===== src/rtl/bit_serial_g_ctrl_if.sv =====
`default_nettype none
// ============================================================================
//  Module   : bit_serial_g_ctrl_if
//  Purpose  : Producer/consumer handshake bundle for the bit-serial polar
//             g-function unit (operand side and result side).
//  Revision : 1.0  initial release
// ============================================================================
interface bit_serial_g_ctrl_if #(
    parameter int W = 6
);
    // operand side (SC scheduler -> unit)
    logic           in_valid;
    logic           in_ready;
    logic [W-1:0]   llr_a;
    logic [W-1:0]   llr_b;
    logic           u_sel;

    // result side (unit -> LLR write-back)
    logic           out_valid;
    logic           out_ready;
    logic [W:0]     res;

    // status
    logic           busy;

    // master drives operands and accepts results
    modport master (
        output in_valid, llr_a, llr_b, u_sel, out_ready,
        input  in_ready, out_valid, res, busy
    );

    // slave is the g-function unit itself
    modport slave (
        input  in_valid, llr_a, llr_b, u_sel, out_ready,
        output in_ready, out_valid, res, busy
    );
endinterface
`default_nettype wire


===== src/rtl/bit_serial_g_ctrl.sv =====
`default_nettype none
// ============================================================================
//  Module   : bit_serial_g_ctrl
//  Purpose  : Bit-serial polar-decoder g-function. One half-adder/subtractor
//             slice pair plus a carry/borrow flop computes res = b + a (u=0)
//             or res = b - a (u=1) over W+1 bits, LSB first, one bit/cycle.
//  Revision : 1.0  initial release
// ============================================================================
module bit_serial_g_ctrl #(
    parameter int W  = 6,
    parameter int CW = 3
) (
    input  wire logic           clk,
    input  wire logic           rst_n,
    bit_serial_g_ctrl_if.slave  bus
);

    typedef enum logic [1:0] {
        S_IDLE = 2'd0,
        S_RUN  = 2'd1,
        S_DONE = 2'd2
    } state_t;

    // index of the last bit processed (the sign-extension bit)
    localparam logic [CW-1:0] c_last_bit = CW'(W);

    state_t         r_state;
    logic [CW-1:0]  r_cnt;
    logic           r_cb;          // carry (u=0) or borrow (u=1)
    logic [W:0]     r_a;
    logic [W:0]     r_b;
    logic           r_u;
    logic [W:0]     r_res;
    logic           r_in_ready;
    logic           r_out_valid;
    logic           r_busy;

    logic           w_ai;
    logic           w_bi;
    logic           w_d1;
    logic           w_c1;
    logic           w_s;
    logic           w_c2;
    logic           w_cb_next;
    logic           w_accept;

    // current bit of each operand sits at the LSB of its shift register
    assign w_ai = r_a[0];
    assign w_bi = r_b[0];

    // first stage: b (+/-) a; subtract borrows when minuend b is 0 and a is 1
    assign w_d1 = w_bi ^ w_ai;
    assign w_c1 = r_u ? (~w_bi & w_ai) : (w_bi & w_ai);

    // second stage: partial (+/-) incoming carry/borrow
    assign w_s  = w_d1 ^ r_cb;
    assign w_c2 = r_u ? (~w_d1 & r_cb) : (w_d1 & r_cb);

    assign w_cb_next = w_c1 | w_c2;

    assign w_accept  = bus.in_valid & r_in_ready;

    assign bus.in_ready  = r_in_ready;
    assign bus.out_valid = r_out_valid;
    assign bus.res       = r_res;
    assign bus.busy      = r_busy;

    // sequencer: accept operands, run W+1 serial bit steps, hold result until taken
    always_ff @(posedge clk or negedge rst_n) begin
        if (!rst_n) begin
            r_state     <= S_IDLE;
            r_cnt       <= '0;
            r_cb        <= 1'b0;
            r_a         <= '0;
            r_b         <= '0;
            r_u         <= 1'b0;
            r_res       <= '0;
            r_in_ready  <= 1'b1;
            r_out_valid <= 1'b0;
            r_busy      <= 1'b0;
        end else begin
            case (r_state)
                S_IDLE: begin
                    if (w_accept) begin
                        r_a         <= {bus.llr_a[W-1], bus.llr_a};
                        r_b         <= {bus.llr_b[W-1], bus.llr_b};
                        r_u         <= bus.u_sel;
                        r_cb        <= 1'b0;
                        r_cnt       <= '0;
                        r_res       <= '0;
                        r_state     <= S_RUN;
                        r_in_ready  <= 1'b0;
                        r_busy      <= 1'b1;
                    end
                end
                S_RUN: begin
                    r_res <= {w_s, r_res[W:1]};
                    r_a   <= {1'b0, r_a[W:1]};
                    r_b   <= {1'b0, r_b[W:1]};
                    r_cb  <= w_cb_next;
                    // the carry/borrow out of the sign bit is simply dropped
                    if (r_cnt == c_last_bit) begin
                        r_state     <= S_DONE;
                        r_out_valid <= 1'b1;
                    end else begin
                        r_cnt <= r_cnt + 1'b1;
                    end
                end
                S_DONE: begin
                    if (bus.out_ready) begin
                        r_state     <= S_IDLE;
                        r_out_valid <= 1'b0;
                        r_in_ready  <= 1'b1;
                        r_busy      <= 1'b0;
                    end
                end
                default: begin
                    r_state     <= S_IDLE;
                    r_in_ready  <= 1'b1;
                    r_out_valid <= 1'b0;
                    r_busy      <= 1'b0;
                end
            endcase
        end
    end

endmodule
`default_nettype wire


===== src/flat_wrapper.sv =====
// flat-port wrapper written by rule: the top's interface ports become plain ports
module bit_serial_g_ctrl_flat 
#(
    parameter int W  = 6,
    parameter int CW = 3
)
  (clk, rst_n, bus_in_valid, bus_llr_a, bus_llr_b, bus_u_sel, bus_out_ready, bus_in_ready, bus_out_valid, bus_res, bus_busy);
  bit_serial_g_ctrl_if #(.W(W)) bus_i ();
  input  wire logic clk;
  input  wire logic rst_n;
  input wire logic [$bits(bus_i.in_valid)-1:0] bus_in_valid;
  input wire logic [$bits(bus_i.llr_a)-1:0] bus_llr_a;
  input wire logic [$bits(bus_i.llr_b)-1:0] bus_llr_b;
  input wire logic [$bits(bus_i.u_sel)-1:0] bus_u_sel;
  input wire logic [$bits(bus_i.out_ready)-1:0] bus_out_ready;
  output wire logic [$bits(bus_i.in_ready)-1:0] bus_in_ready;
  output wire logic [$bits(bus_i.out_valid)-1:0] bus_out_valid;
  output wire logic [$bits(bus_i.res)-1:0] bus_res;
  output wire logic [$bits(bus_i.busy)-1:0] bus_busy;
  assign bus_i.in_valid = bus_in_valid;
  assign bus_i.llr_a = bus_llr_a;
  assign bus_i.llr_b = bus_llr_b;
  assign bus_i.u_sel = bus_u_sel;
  assign bus_i.out_ready = bus_out_ready;
  assign bus_in_ready = bus_i.in_ready;
  assign bus_out_valid = bus_i.out_valid;
  assign bus_res = bus_i.res;
  assign bus_busy = bus_i.busy;
  bit_serial_g_ctrl #(.W(W), .CW(CW)) u_core (.clk(clk), .rst_n(rst_n), .bus(bus_i));
endmodule

===== config.mk =====
export PLATFORM = sky130hd
export DESIGN_NAME = bit_serial_g_ctrl_flat
export DESIGN_NICKNAME = d
export VERILOG_FILES = /design/src/rtl/bit_serial_g_ctrl_if.sv /design/src/rtl/bit_serial_g_ctrl.sv /design/src/flat_wrapper.sv
export SDC_FILE = /design/constraint.sdc
export NUM_CORES = 1
export LEC_CHECK = 0
export ABC_AREA = 0
export CORE_MARGIN = 2
export CORE_UTILIZATION = 45
export DETAILED_ROUTE_END_ITERATION = 16
export PLACE_DENSITY = 0.81
export SYNTH_ARGS = -nofsm -noshare
export SYNTH_HDL_FRONTEND = slang
export SYNTH_SLANG_ARGS = --single-unit

===== constraint.sdc =====
create_clock -name clk -period 1.3 [get_ports clk]
set_input_delay 0.13 -clock clk [delete_from_list [all_inputs] [get_ports clk]]
set_output_delay 0.13 -clock clk [all_outputs]
set_load 0.02 [all_outputs]

; ---- After elaboration in Yosys (flattened, before gate mapping)
; Cells that the tools add are included.
[op_classes]
n_shift = 0
bitwise_logic = 12
magnitude_cmp = 0
n_mux = 24
n_reduce_logical = 8
multipliers = 0
n_eq_ne = 7
div_mod_pow = 0
n_addsub = 1
[op_table]
columns = op, n
row1 = 7-bit case mux with 2 select lines, 3
row2 = 7-bit 2-to-1 mux, 3
row3 = 3-bit AND reduction, 4
row4 = 1-bit case mux with 3 select lines, 3
row5 = 1-bit 2-to-1 mux, 7
row6 = 2-bit 2-to-1 mux, 3
row7 = 3-bit 2-to-1 mux, 2
row8 = 2-bit case mux with 3 select lines, 1
row9 = 3-bit case mux with 2 select lines, 1
row10 = 1-bit bitwise AND, 5
row11 = "2-bit by 1-bit != test with 1-bit output, second input constant", 2
row12 = "2-bit != test, second input constant", 2
row13 = 1-bit NOT, 4
row14 = 2-bit AND reduction, 2
row15 = "3-bit by 1-bit adder with 3-bit output, second input constant", 1
row16 = "3-bit == test, second input constant", 1
row17 = "2-bit by 1-bit == test with 1-bit output, second input constant", 1
row18 = "2-bit == test, second input constant", 1
row19 = 2-bit logical NOT, 1
row20 = 1-bit case mux with 2 select lines, 1
row21 = 2-bit nonzero test, 1
row22 = 1-bit XOR, 2
row23 = 1-bit bitwise OR, 1
[word_totals]
output_inout_bits = 10
ff_bits = 31
n_memories = 0
latchBits = 0
mem_bits_ro = 0
mem_bits_rw = 0
wordCells = 62

; ---- Depth between registers and ports, before layout
; Gate-level depths: netlist of the first run.
[logic_depth]
word_depth = 6
mapped_depth = 6

; ---- Worst setup path after synthesis of the first run
; OpenSTA, ideal clock, no wires.
[synth_timing]
path_type = reg-to-reg
from = register u_core.r_in_ready (netlist: u_core.bus.in_ready)
to = register u_core.r_res[1] (netlist: u_core.bus.res[1])
setup_time_ns = 0.121
stages_incl_launch_ff = 5
setup_slack_ns = -0.099
t_required_ns = 1.179
period_less_slack_ns = 1.399
n_path_buf = 1
arrival_ns = 1.278
path_cell_list = dfstp_2 -> a21oi_2 -> or2_4 -> buf_6 -> a22o_1
[synth_via]
elab_chain_len = 3
[synth_lines]
columns = item, line_no
row1 = from (decl), bit_serial_g_ctrl.sv:34  ; logic r_in_ready;
row2 = from (signal assigned), bit_serial_g_ctrl.sv:78  ; r_in_ready <= 1'b1;
row3 = from (signal assigned), bit_serial_g_ctrl.sv:92  ; r_in_ready <= 1'b0;
row4 = from (signal assigned), bit_serial_g_ctrl.sv:113  ; r_in_ready <= 1'b1;
row5 = 1-bit bitwise AND, bit_serial_g_ctrl.sv:61  ; assign w_accept = bus.in_valid & r_in_ready;
row6 = 2-bit by 1-bit != test with 1-bit output (no line), n/a
row7 = 2-bit AND reduction (no line), n/a
row8 = to (signal assigned), bit_serial_g_ctrl.sv:97  ; r_res <= {w_s, r_res[W:1]};
row9 = to (decl), bit_serial_g_ctrl.sv:33  ; logic [W:0] r_res;
; Every way passes these cells.
; A chain may end at the register's enable or synchronous reset.

; ---- Worst setup path after layout of the first run
[layout_timing]
from = register u_core.r_in_ready (netlist: u_core.bus.in_ready)
to = register u_core.r_res[4] (netlist: u_core.bus.res[4])
; The elaborated chain is that of the path after synthesis.

==> results.sh, run 1 <==
export IMPL_cts_tree="built"
export IMPL_area_growth_synth_to_final_pct=41.8
export IMPL_max_slew_worst_pin_slew_ps=286
export IMPL_io_buffers=26
export IMPL_slew_viol_final=0
export IMPL_p_switching_mw=1.32
export IMPL_crit_path_start_kind="register"
export IMPL_synth_common_cells="dfrtp_1, o21ai_1, mux2i_1"
export IMPL_cts_sinks=31
export IMPL_vdd_drop_max_v=0.000898
export IMPL_ys_flop_type="dfrtp_1"
export IMPL_tns_ps=-462
export IMPL_setup_worst_path_class="reg2reg"
export IMPL_vias=1142
export IMPL_drive_gt1_frac=0.315
export IMPL_antenna_cells=0
export IMPL_dr_first_iter_drc_count=24
export IMPL_ant_nets=0
export IMPL_yosys_cell_count_top_type="dfrtp_1"
export IMPL_syn_avg_cell_area_sq_um=11.5
export IMPL_hold_viol_final=0
export IMPL_p_leak_nw=0.896
export IMPL_rsz0062_at_grt="true"
export IMPL_hp_class="in2async"
export IMPL_fin_crit_ps=1340
export IMPL_track_usage=0.211
export IMPL_layout_setup_ws_ps=-44.1
export IMPL_finalSetupViolations=18
export IMPL_worstPathCellList="a21oi_4 -> or2_4 -> a22o_1"
export IMPL_arrival_ps=1560
export IMPL_place_gp_congestion=0.788
export IMPL_synth_warnings=0
export IMPL_synth_enable_flop_cells=0
export IMPL_cts_root_buf="clkbuf_4"
export IMPL_final_util=0.662
export IMPL_whs_ps=103
export IMPL_synth_xor_area_frac=0.0186
export IMPL_combPwrFrac=0.365
export IMPL_yosys_area_share_simple=0.0717
export IMPL_grt_first_pass_wirelength_microns=5440
export IMPL_htreeDepth=2
export IMPL_path_delay_family="flip-flops"
export IMPL_synthMuxAreaShare=0.0788
export IMPL_num_nets_final=183
export IMPL_numCtsBuffers=5
export IMPL_holdBufCountCts=0
export IMPL_finalCritPeriodShare=1.03
export IMPL_hpwl_microns=2210
export IMPL_ys_ff_latch=31
export IMPL_intPower_mw=2.49
export IMPL_clockBufferDepth=2
export IMPL_yosysTopAreaCellShare=0.531
export IMPL_synth_top_family_by_area="compound AO/OA/AOI/OAI gates"
export IMPL_antenna_found_initial=0
export IMPL_synth_compound_area_frac=0.213
export IMPL_end_kind="register"
export IMPL_cts_clk_slew_worst_paths_ps=90
export IMPL_synth_top_area_cell="dfrtp_1"
export IMPL_p_clk_frac=0.209
export IMPL_die_area_sq_mm=0.00361
export IMPL_skew_ps=13.5
export IMPL_syn_nets=142
export IMPL_status="complete, but fails checks"
export IMPL_post_route_drc_count=0
export IMPL_synthAdderAreaFrac=0.0177
export IMPL_seqPwrFrac=0.427
export IMPL_violations="setup timing"
export IMPL_die_y_microns=60.1
export IMPL_ys_seq_area_frac=0.550
export IMPL_maxCapViolCount=0
export IMPL_wl_microns=3330
export IMPL_maxSlewHeadroom=0.810
export IMPL_max_stage_delay_ps=630
export IMPL_synth_cell_types=34
export IMPL_rows=20
export IMPL_grt_max_degree=24
export IMPL_grt_pass1_vias=1171
export IMPL_clk_latency_ps=340
export IMPL_critPathRequiredTime_ps=1520
export IMPL_io_pins=27
export IMPL_timing_fmax_mhz=744
export IMPL_overflow=0
export IMPL_initial_core_util=0.467
export IMPL_netlist_area_sq_mm=0.00141
export IMPL_die_w_microns=60.1
export IMPL_synthTopCellsByArea="dfrtp_1, mux2i_1, a22o_1"
export IMPL_fp_coreArea_sq_mm=0.00303
export IMPL_drt_vias_per_instance=5.46
export IMPL_crit_slowest_cell="dfstp_2"
export IMPL_power_density_mw_per_mm2=1900
export IMPL_wl_per_cell_microns=15.9
export IMPL_dr_pass1_iters=6
export IMPL_ys_async_sr_fraction=1.00
export IMPL_path_buf_inv=0
export IMPL_synth_cells=123
export IMPL_swShare=0.346
export IMPL_critPathMaxFanout=8
## power groups by stage
stage / sequential (mW) / combinational [mW] / clock, mW
finish: 1.62 / 1.39 / 0.793
global route: 1.66 / 1.53 / 0.850
CTS: 1.58 / 1.24 / 0.808
detailed placement: 1.59 / 1.23 / 0
global placement: 1.56 / 1.16 / 0
floorplan: 1.63 / 0.690 / 0
## sequential cells by signal, indices dropped and copies added (netlist names)
register	count
u_core.r_state	2
u_core.r_b	7
u_core.r_cnt	3
u_core.bus.res	7
u_core.r_a	7
u_core.bus.in_ready	1
u_core.bus.busy	1
u_core.r_cb	1
u_core.bus.out_valid	1
u_core.r_u	1
## metrics by stage
| step | area, sq um | power (mW) | worst slack [ps] | cells |
|---|---|---|---|---|
| 6_report | 2000 | 3.80 | -44.1 | 209 |
| 5_1_grt | 2000 | 4.04 | -84.0 | 209 |
| 4_1_cts | 1900 | 3.62 | -135 | 207 |
| 3_5_place_dp | 1800 | 2.82 | -134 | 197 |
| 3_3_place_gp | 1800 | 2.72 | -92.4 | 197 |
| 2_1_floorplan | 1410 | 2.32 | -98.5 | 123 |
## area by class of cell
class,instances,area (sq um)
repair buffers,42,403
clock inverters,2,35.0
well taps,44,55.1
flip-flops and latches,31,779
inverters,4,15.0
multi-input cells,80,666
clock buffers,6,51.3
fillers,235,1020
## repair_timing
| item | CTS | global route |
|---|---|---|
| resized for setup | 21 | 29 |
| pin swaps | 10 | 10 |
| cloned | 1 | 0 |
| setup buffers | 1 | 3 |
| setup endpoints to repair | 28 | 25 |
## cell usage in the layout, fill, tap and decap left out, types with 2 or more instances in the layout
master	synthesis	final
a21oi_1	4	4
a22o_1	9	9
and4b_1	3	3
buf_12	0	2
buf_4	1	12
buf_6	2	3
clkbuf_4	0	5
clkdlybuf4s50_1	0	16
dfrtp_1	30	28
dfrtp_2	0	2
dlygate4sd2_1	0	9
inv_1	3	3
mux2i_1	10	9
nand2_1	3	3
nand3_1	4	4
nor2_1	2	2
o21ai_1	14	9
o21ai_2	0	13
o2bb2ai_1	3	3
or2_4	1	2
xnor2_1	2	2
## metal layers
metal | vias to the layer above | share of wire | track usage | routed length, microns
met2 | 39 | 0.50 | 0.340 | 1680
met1 | 560 | 0.43 | 0.256 | 1430
met4 | 0 | 0.018 | 0.0952 | 59
li1 | 537 | - | - | -
met5 | - | 0 | 0 | 0
met3 | 6 | 0.048 | 0.0671 | 161
## cell families (layout without fill, tap and decap cells)
| logic type | Yosys count | count (layout) |
|---|---|---|
| buf+inv | 13 | 54 |
| simple gates | 16 | 17 |
| xor+xnor | 3 | 3 |
| fa+ha+maj | 2 | 2 |
| flops | 31 | 31 |
| mux | 11 | 11 |
| compound gates | 47 | 47 |
## final timing paths
kind	cells past startpoint	slack, ps	startpoint	endpoint
setup / recovery	3	-40	u_core.bus.in_ready$_DFFE_PN1P_	u_core.bus.res[4]$_DFFE_PN0P_
hold / removal	2	100	rst_n	u_core.r_cnt[2]$_DFFE_PN0P_
setup reg to reg	3	-40	u_core.bus.in_ready$_DFFE_PN1P_	u_core.bus.res[4]$_DFFE_PN0P_
hold reg to reg	1	510	u_core.r_a[5]$_DFFE_PN0P_	u_core.r_a[5]$_DFFE_PN0P_
max in group asynchronous	2	900	rst_n	u_core.r_b[6]$_DFFE_PN0P_
min in group clk	3	430	bus_llr_a[4]	u_core.r_a[4]$_DFFE_PN0P_
Power figures use the tool's default switching activity.
==> run 2: changes to the inputs <==
Settings changed: CAP_MARGIN set to 20.
Clock period 1.3 ns to 1.1 ns, I/O delays scaled along.
==> results.sh, run 2 (same netlist as run 1, synthesis figures left out) <==
export IMPL_r2r_start="u_core.bus.in_ready$_DFFE_PN1P_"
export IMPL_area_growth_synth_to_final_pct=55.9
export IMPL_finalSetupViolations=30
export IMPL_numCtsBuffers=5
export IMPL_rsz0062_at_grt="true"
export IMPL_vdd_drop_max_v=0.00115
export IMPL_crit_slowest_cell="dfstp_2"
export IMPL_die_w_microns=60.1
export IMPL_violations="setup timing"
export IMPL_power_density_mw_per_mm2=2150
export IMPL_cts_sinks=31
export IMPL_hold_viol_final=0
export IMPL_num_nets_final=203
export IMPL_final_util=0.728
export IMPL_dr_first_iter_drc_count=45
export IMPL_cts_root_buf="clkbuf_4"
export IMPL_track_usage=0.231
export IMPL_status="complete, but fails checks"
export IMPL_maxCapViolCount=0
export IMPL_die_area_sq_mm=0.00361
export IMPL_max_stage_delay_ps=590
export IMPL_setup_worst_path_class="reg2reg"
export IMPL_path_buf_inv=0
export IMPL_slew_viol_final=0
export IMPL_fp_coreArea_sq_mm=0.00303
export IMPL_timing_fmax_mhz=744
export IMPL_place_gp_congestion=0.755
export IMPL_grt_first_pass_wirelength_microns=5750
export IMPL_skew_ps=3.46
export IMPL_finalCritPeriodShare=1.22
export IMPL_initial_core_util=0.467
export IMPL_path_delay_family="flip-flops"
export IMPL_crit_cells=2
export IMPL_post_route_drc_count=0
export IMPL_drive_gt1_frac=0.476
export IMPL_cts_tree="built"
export IMPL_max_slew_worst_pin_slew_ps=261
export IMPL_htreeDepth=2
export IMPL_clockBufferDepth=2
export IMPL_overflow=0
export IMPL_layout_common_cells="dfrtp_1, buf_4, clkdlybuf4s50_1"
export IMPL_antenna_cells=0
export IMPL_cts_clk_slew_worst_paths_ps=90
export IMPL_reg2reg_slack_ps=-240
export IMPL_whs_ps=103
export IMPL_antenna_found_initial=0
export IMPL_final_common_cell="dfrtp_1"
export IMPL_critPathRequiredTime_ps=1320
export IMPL_grt_max_degree=21
export IMPL_io_pins=27
export IMPL_rows=20
export IMPL_layout_setup_ws_ps=-243
export IMPL_arrival_ps=1570
export IMPL_holdBufCountCts=0
export IMPL_hpwl_microns=2110
export IMPL_crit_path_start_kind="register"
export IMPL_wl_per_cell_microns=17.2
export IMPL_r2r_cells=2
export IMPL_grt_pass1_vias=1221
export IMPL_drt_vias_per_instance=5.51
export IMPL_wl_microns=3940
export IMPL_ant_nets=0
export IMPL_critPathMaxFanout=6
export IMPL_end_kind="register"
export IMPL_die_y_microns=60.1
export IMPL_hp_class="in2async"
export IMPL_vias=1261
export IMPL_clk_latency_ps=340
export IMPL_dr_pass1_iters=4
export IMPL_worstPathCellList="and4bb_2 -> mux2_4"
export IMPL_io_buffers=26
export IMPL_reg2reg_to="u_core.r_u$_DFFE_PN0P_"
export IMPL_maxSlewHeadroom=0.826
export IMPL_fin_crit_ps=1340
export IMPL_p_leak_nw=0.987
run 2: cell count changes in the layout (fill, tap and decap cells not counted), sizes merged:
cell	change
bufinv	-1
buf	+29
clkbuf	+1
dlygate4sd2	-9
run 2: repair_timing:
item / in CTS / in global routing
setup endpoints to repair: 38 / 40
pin swaps: 12 / 19
resized for setup: 52 / 44
cloned: 3 / 0
buffers inserted: 10 / 3
run 2: worst max path at each step:
stage | slack (ps) | start | end
6_report | -240 | u_core.bus.in_ready$_DFFE_PN1P_ | u_core.r_u$_DFFE_PN0P_
5_1_grt | -250 | u_core.bus.in_ready$_DFFE_PN1P_ | u_core.r_a[2]$_DFFE_PN0P_
4_1_cts | -210 | u_core.bus.in_ready$_DFFE_PN1P_ | u_core.bus.res[6]$_DFFE_PN0P_
3_5_place_dp | -330 | bus_in_valid | u_core.r_b[6]$_DFFE_PN0P_
3_3_place_gp | -300 | bus_in_valid | u_core.r_u$_DFFE_PN0P_
2_1_floorplan | -300 | u_core.bus.in_ready$_DFFE_PN1P_ | u_core.bus.res[1]$_DFFE_PN0P_
run 2: where the power goes:
group / internal (mW) / leakage [nW] / total (mW) / switching, mW
Clock: 0.249 / 0.0293 / 0.633 / 0.384
Combinational: 1.18 / 0.569 / 2.19 / 1.00
Sequential: 1.56 / 0.389 / 1.93 / 0.369
Total: 2.99 / 0.987 / 4.75 / 1.76
run 2: per-stage QoR:
step	cell area, sq um	power, mW	setup slack, ps	TNS, ps	cells
floorplan	1430	2.76	-299	-5490	123
global placement	1900	3.42	-296	-6360	209
detailed placement	1900	3.51	-325	-7200	209
CTS	2150	4.43	-210	-4660	230
global route	2200	5.02	-248	-5750	229
finish	2200	4.75	-243	-5090	229
run 2: cell type report:
| cell class | instances | area, sq um |
|---|---|---|
| timing repair buffer | 62 | 566 |
| tap | 44 | 55.1 |
| clock inverter | 1 | 5.00 |
| sequential | 31 | 779 |
| multi-input combinational | 80 | 739 |
| fill | 205 | 823 |
| inverter | 4 | 15.0 |
| clock buffer | 7 | 45.0 |
run 2: metal layers:
metal  wire [microns]  global-route usage  vias up  part of all wire
met5                0                   0        -                 0
met4              114               0.162        0             0.029
met3              206              0.0693        9             0.052
met2             2060               0.370       47              0.52
met1             1560               0.262      625              0.40
li1                 -                   -      580                 -
==> run 3: changes to the inputs <==
Settings changed: RECOVER_POWER set to 100.
==> results.sh, run 3 (same netlist as run 1, synthesis figures left out) <==
export IMPL_cts_sinks=31
export IMPL_fin_area_sq_mm=0.00220
export IMPL_layout_setup_ws_ps=-243
export IMPL_layout_common_cells="dfrtp_1, buf_4, clkdlybuf4s50_1"
export IMPL_multi_input_area_sq_um=739
export IMPL_io_buffers=26
export IMPL_post_route_drc_count=0
export IMPL_maxSlewHeadroom=0.582
export IMPL_setup_worst_path_class="reg2reg"
export IMPL_placed_area_sq_mm=0.00190
export IMPL_clockBufferDepth=2
export IMPL_regArea_sq_um=779
export IMPL_num_nets_final=203
export IMPL_status="complete, but fails checks"
export IMPL_die_area_sq_mm=0.00361
export IMPL_fillers=208
export IMPL_grt_first_pass_wirelength_microns=5750
export IMPL_die_y_microns=60.1
export IMPL_use_met3=0.0693
export IMPL_timing_fmax_mhz=744
export IMPL_finalSetupViolations=30
export IMPL_final_common_cell="dfrtp_1"
export IMPL_antenna_cells=0
export IMPL_rows=20
export IMPL_critPathMaxFanout=6
export IMPL_initial_core_util=0.467
export IMPL_vias=1262
export IMPL_grt_pass1_vias=1221
export IMPL_cts_root_buf="clkbuf_4"
export IMPL_crit_path_start_kind="register"
export IMPL_rsz0062_at_grt="true"
export IMPL_drt_vias_per_instance=5.51
export IMPL_clk_latency_ps=330
export IMPL_wl_microns=3950
export IMPL_p_total_mw=4.74
export IMPL_gr_usage_met1=0.262
export IMPL_antenna_found_initial=0
export IMPL_p_leak_nw=0.981
export IMPL_hold_viol_final=0
export IMPL_cts_clk_slew_worst_paths_ps=90
export IMPL_end_kind="register"
export IMPL_die_w_microns=60.1
export IMPL_hpwl_microns=2110
export IMPL_whs_ps=298
export IMPL_maxCapViolCount=0
export IMPL_grt_max_degree=21
export IMPL_cts_tree="built"
export IMPL_skew_ps=4.14
export IMPL_finalCritPeriodShare=1.22
export IMPL_track_usage=0.231
export IMPL_io_pins=27
export IMPL_place_gp_congestion=0.755
export IMPL_critPathRequiredTime_ps=1320
export IMPL_dr_pass1_iters=4
export IMPL_slew_viol_final=0
export IMPL_fp_coreArea_sq_mm=0.00303
export IMPL_wl_per_cell_microns=17.3
export IMPL_area_growth_synth_to_final_pct=55.5
export IMPL_hp_class="in2async"
export IMPL_met2_usage=0.370
export IMPL_reg2reg_slack_ps=-240
export IMPL_dr_first_iter_drc_count=44
export IMPL_fin_crit_ps=1340
export IMPL_drive_gt1_frac=0.470
export IMPL_power_density_mw_per_mm2=2160
export IMPL_max_slew_worst_pin_slew_ps=627
export IMPL_vdd_drop_max_v=0.00115
export IMPL_htreeDepth=2
export IMPL_overflow=0
export IMPL_arrival_ps=1560
export IMPL_ant_nets=0
export IMPL_busiest_layer="met2"
export IMPL_dp_slack_ps=-325
export IMPL_final_util=0.726
export IMPL_violations="setup timing"
export IMPL_numCtsBuffers=5
[run 3: cell count changes in the layout (fill, tap and decap cells not counted)]
cell	change
buf_4	-2
dlygate4sd3_1	+1
clkbuf_2	+10
clkdlybuf4s50_1	-1
clkbuf_1	+1
buf_2	-9
[run 3: critical path, cell delays in order (launching register included)]
cell      delay [ps]
dfstp_2          590
and4bb_2         320
mux2_4           320
[run 3: metal layers]
metal,share of wire,up-vias
met4,0.030,0
met2,0.52,44
met5,0,-
met1,0.40,625
met3,0.049,10
li1,-,583
[run 3: cell type report]
class	instances	area share
Clock buffer	7	0.0205
Tap cell	44	0.0250
Clock inverter	1	0.00228
Sequential cell	31	0.355
Timing Repair Buffer	62	0.254
Multi-Input combinational cell	80	0.336
Inverter	4	0.00683
[run 3: worst paths after layout]
path                                            startpoint                       endpoint  cells past startpoint
max                        u_core.bus.in_ready$_DFFE_PN1P_         u_core.r_u$_DFFE_PN0P_                      2
min                                                  rst_n  u_core.bus.res[3]$_DFFE_PN0P_                      2
max reg2reg                u_core.bus.in_ready$_DFFE_PN1P_         u_core.r_u$_DFFE_PN0P_                      2
min reg2reg                      u_core.r_b[4]$_DFFE_PN0P_      u_core.r_b[4]$_DFFE_PN0P_                      2
max in group asynchronous                            rst_n  u_core.r_state[1]$_DFFE_PN0P_                      2
min in group clk                              bus_llr_b[3]      u_core.r_b[3]$_DFFE_PN0P_                      3
[run 3: metrics by stage]
step	TNS (ps)	cells
2_1_floorplan	-5490	123
3_3_place_gp	-6360	209
3_5_place_dp	-7200	209
4_1_cts	-4660	230
5_1_grt	-5750	229
6_report	-5080	229
[run 3: power breakdown]
part / total [mW] / internal (mW) / switching (mW) / leakage [nW]
Sequential: 1.93 / 1.56 / 0.373 / 0.389
Combinational: 2.18 / 1.18 / 1.00 / 0.563
Clock: 0.631 / 0.249 / 0.383 / 0.0293
Total: 4.74 / 2.98 / 1.76 / 0.981
[run 3: timing repair]
item	CTS	global route
resized for setup	52	44
cloned	3	0
endpoints found under the setup margin	38	40
setup buffers	10	3
hold buffers	0	0
pin swaps	12	19
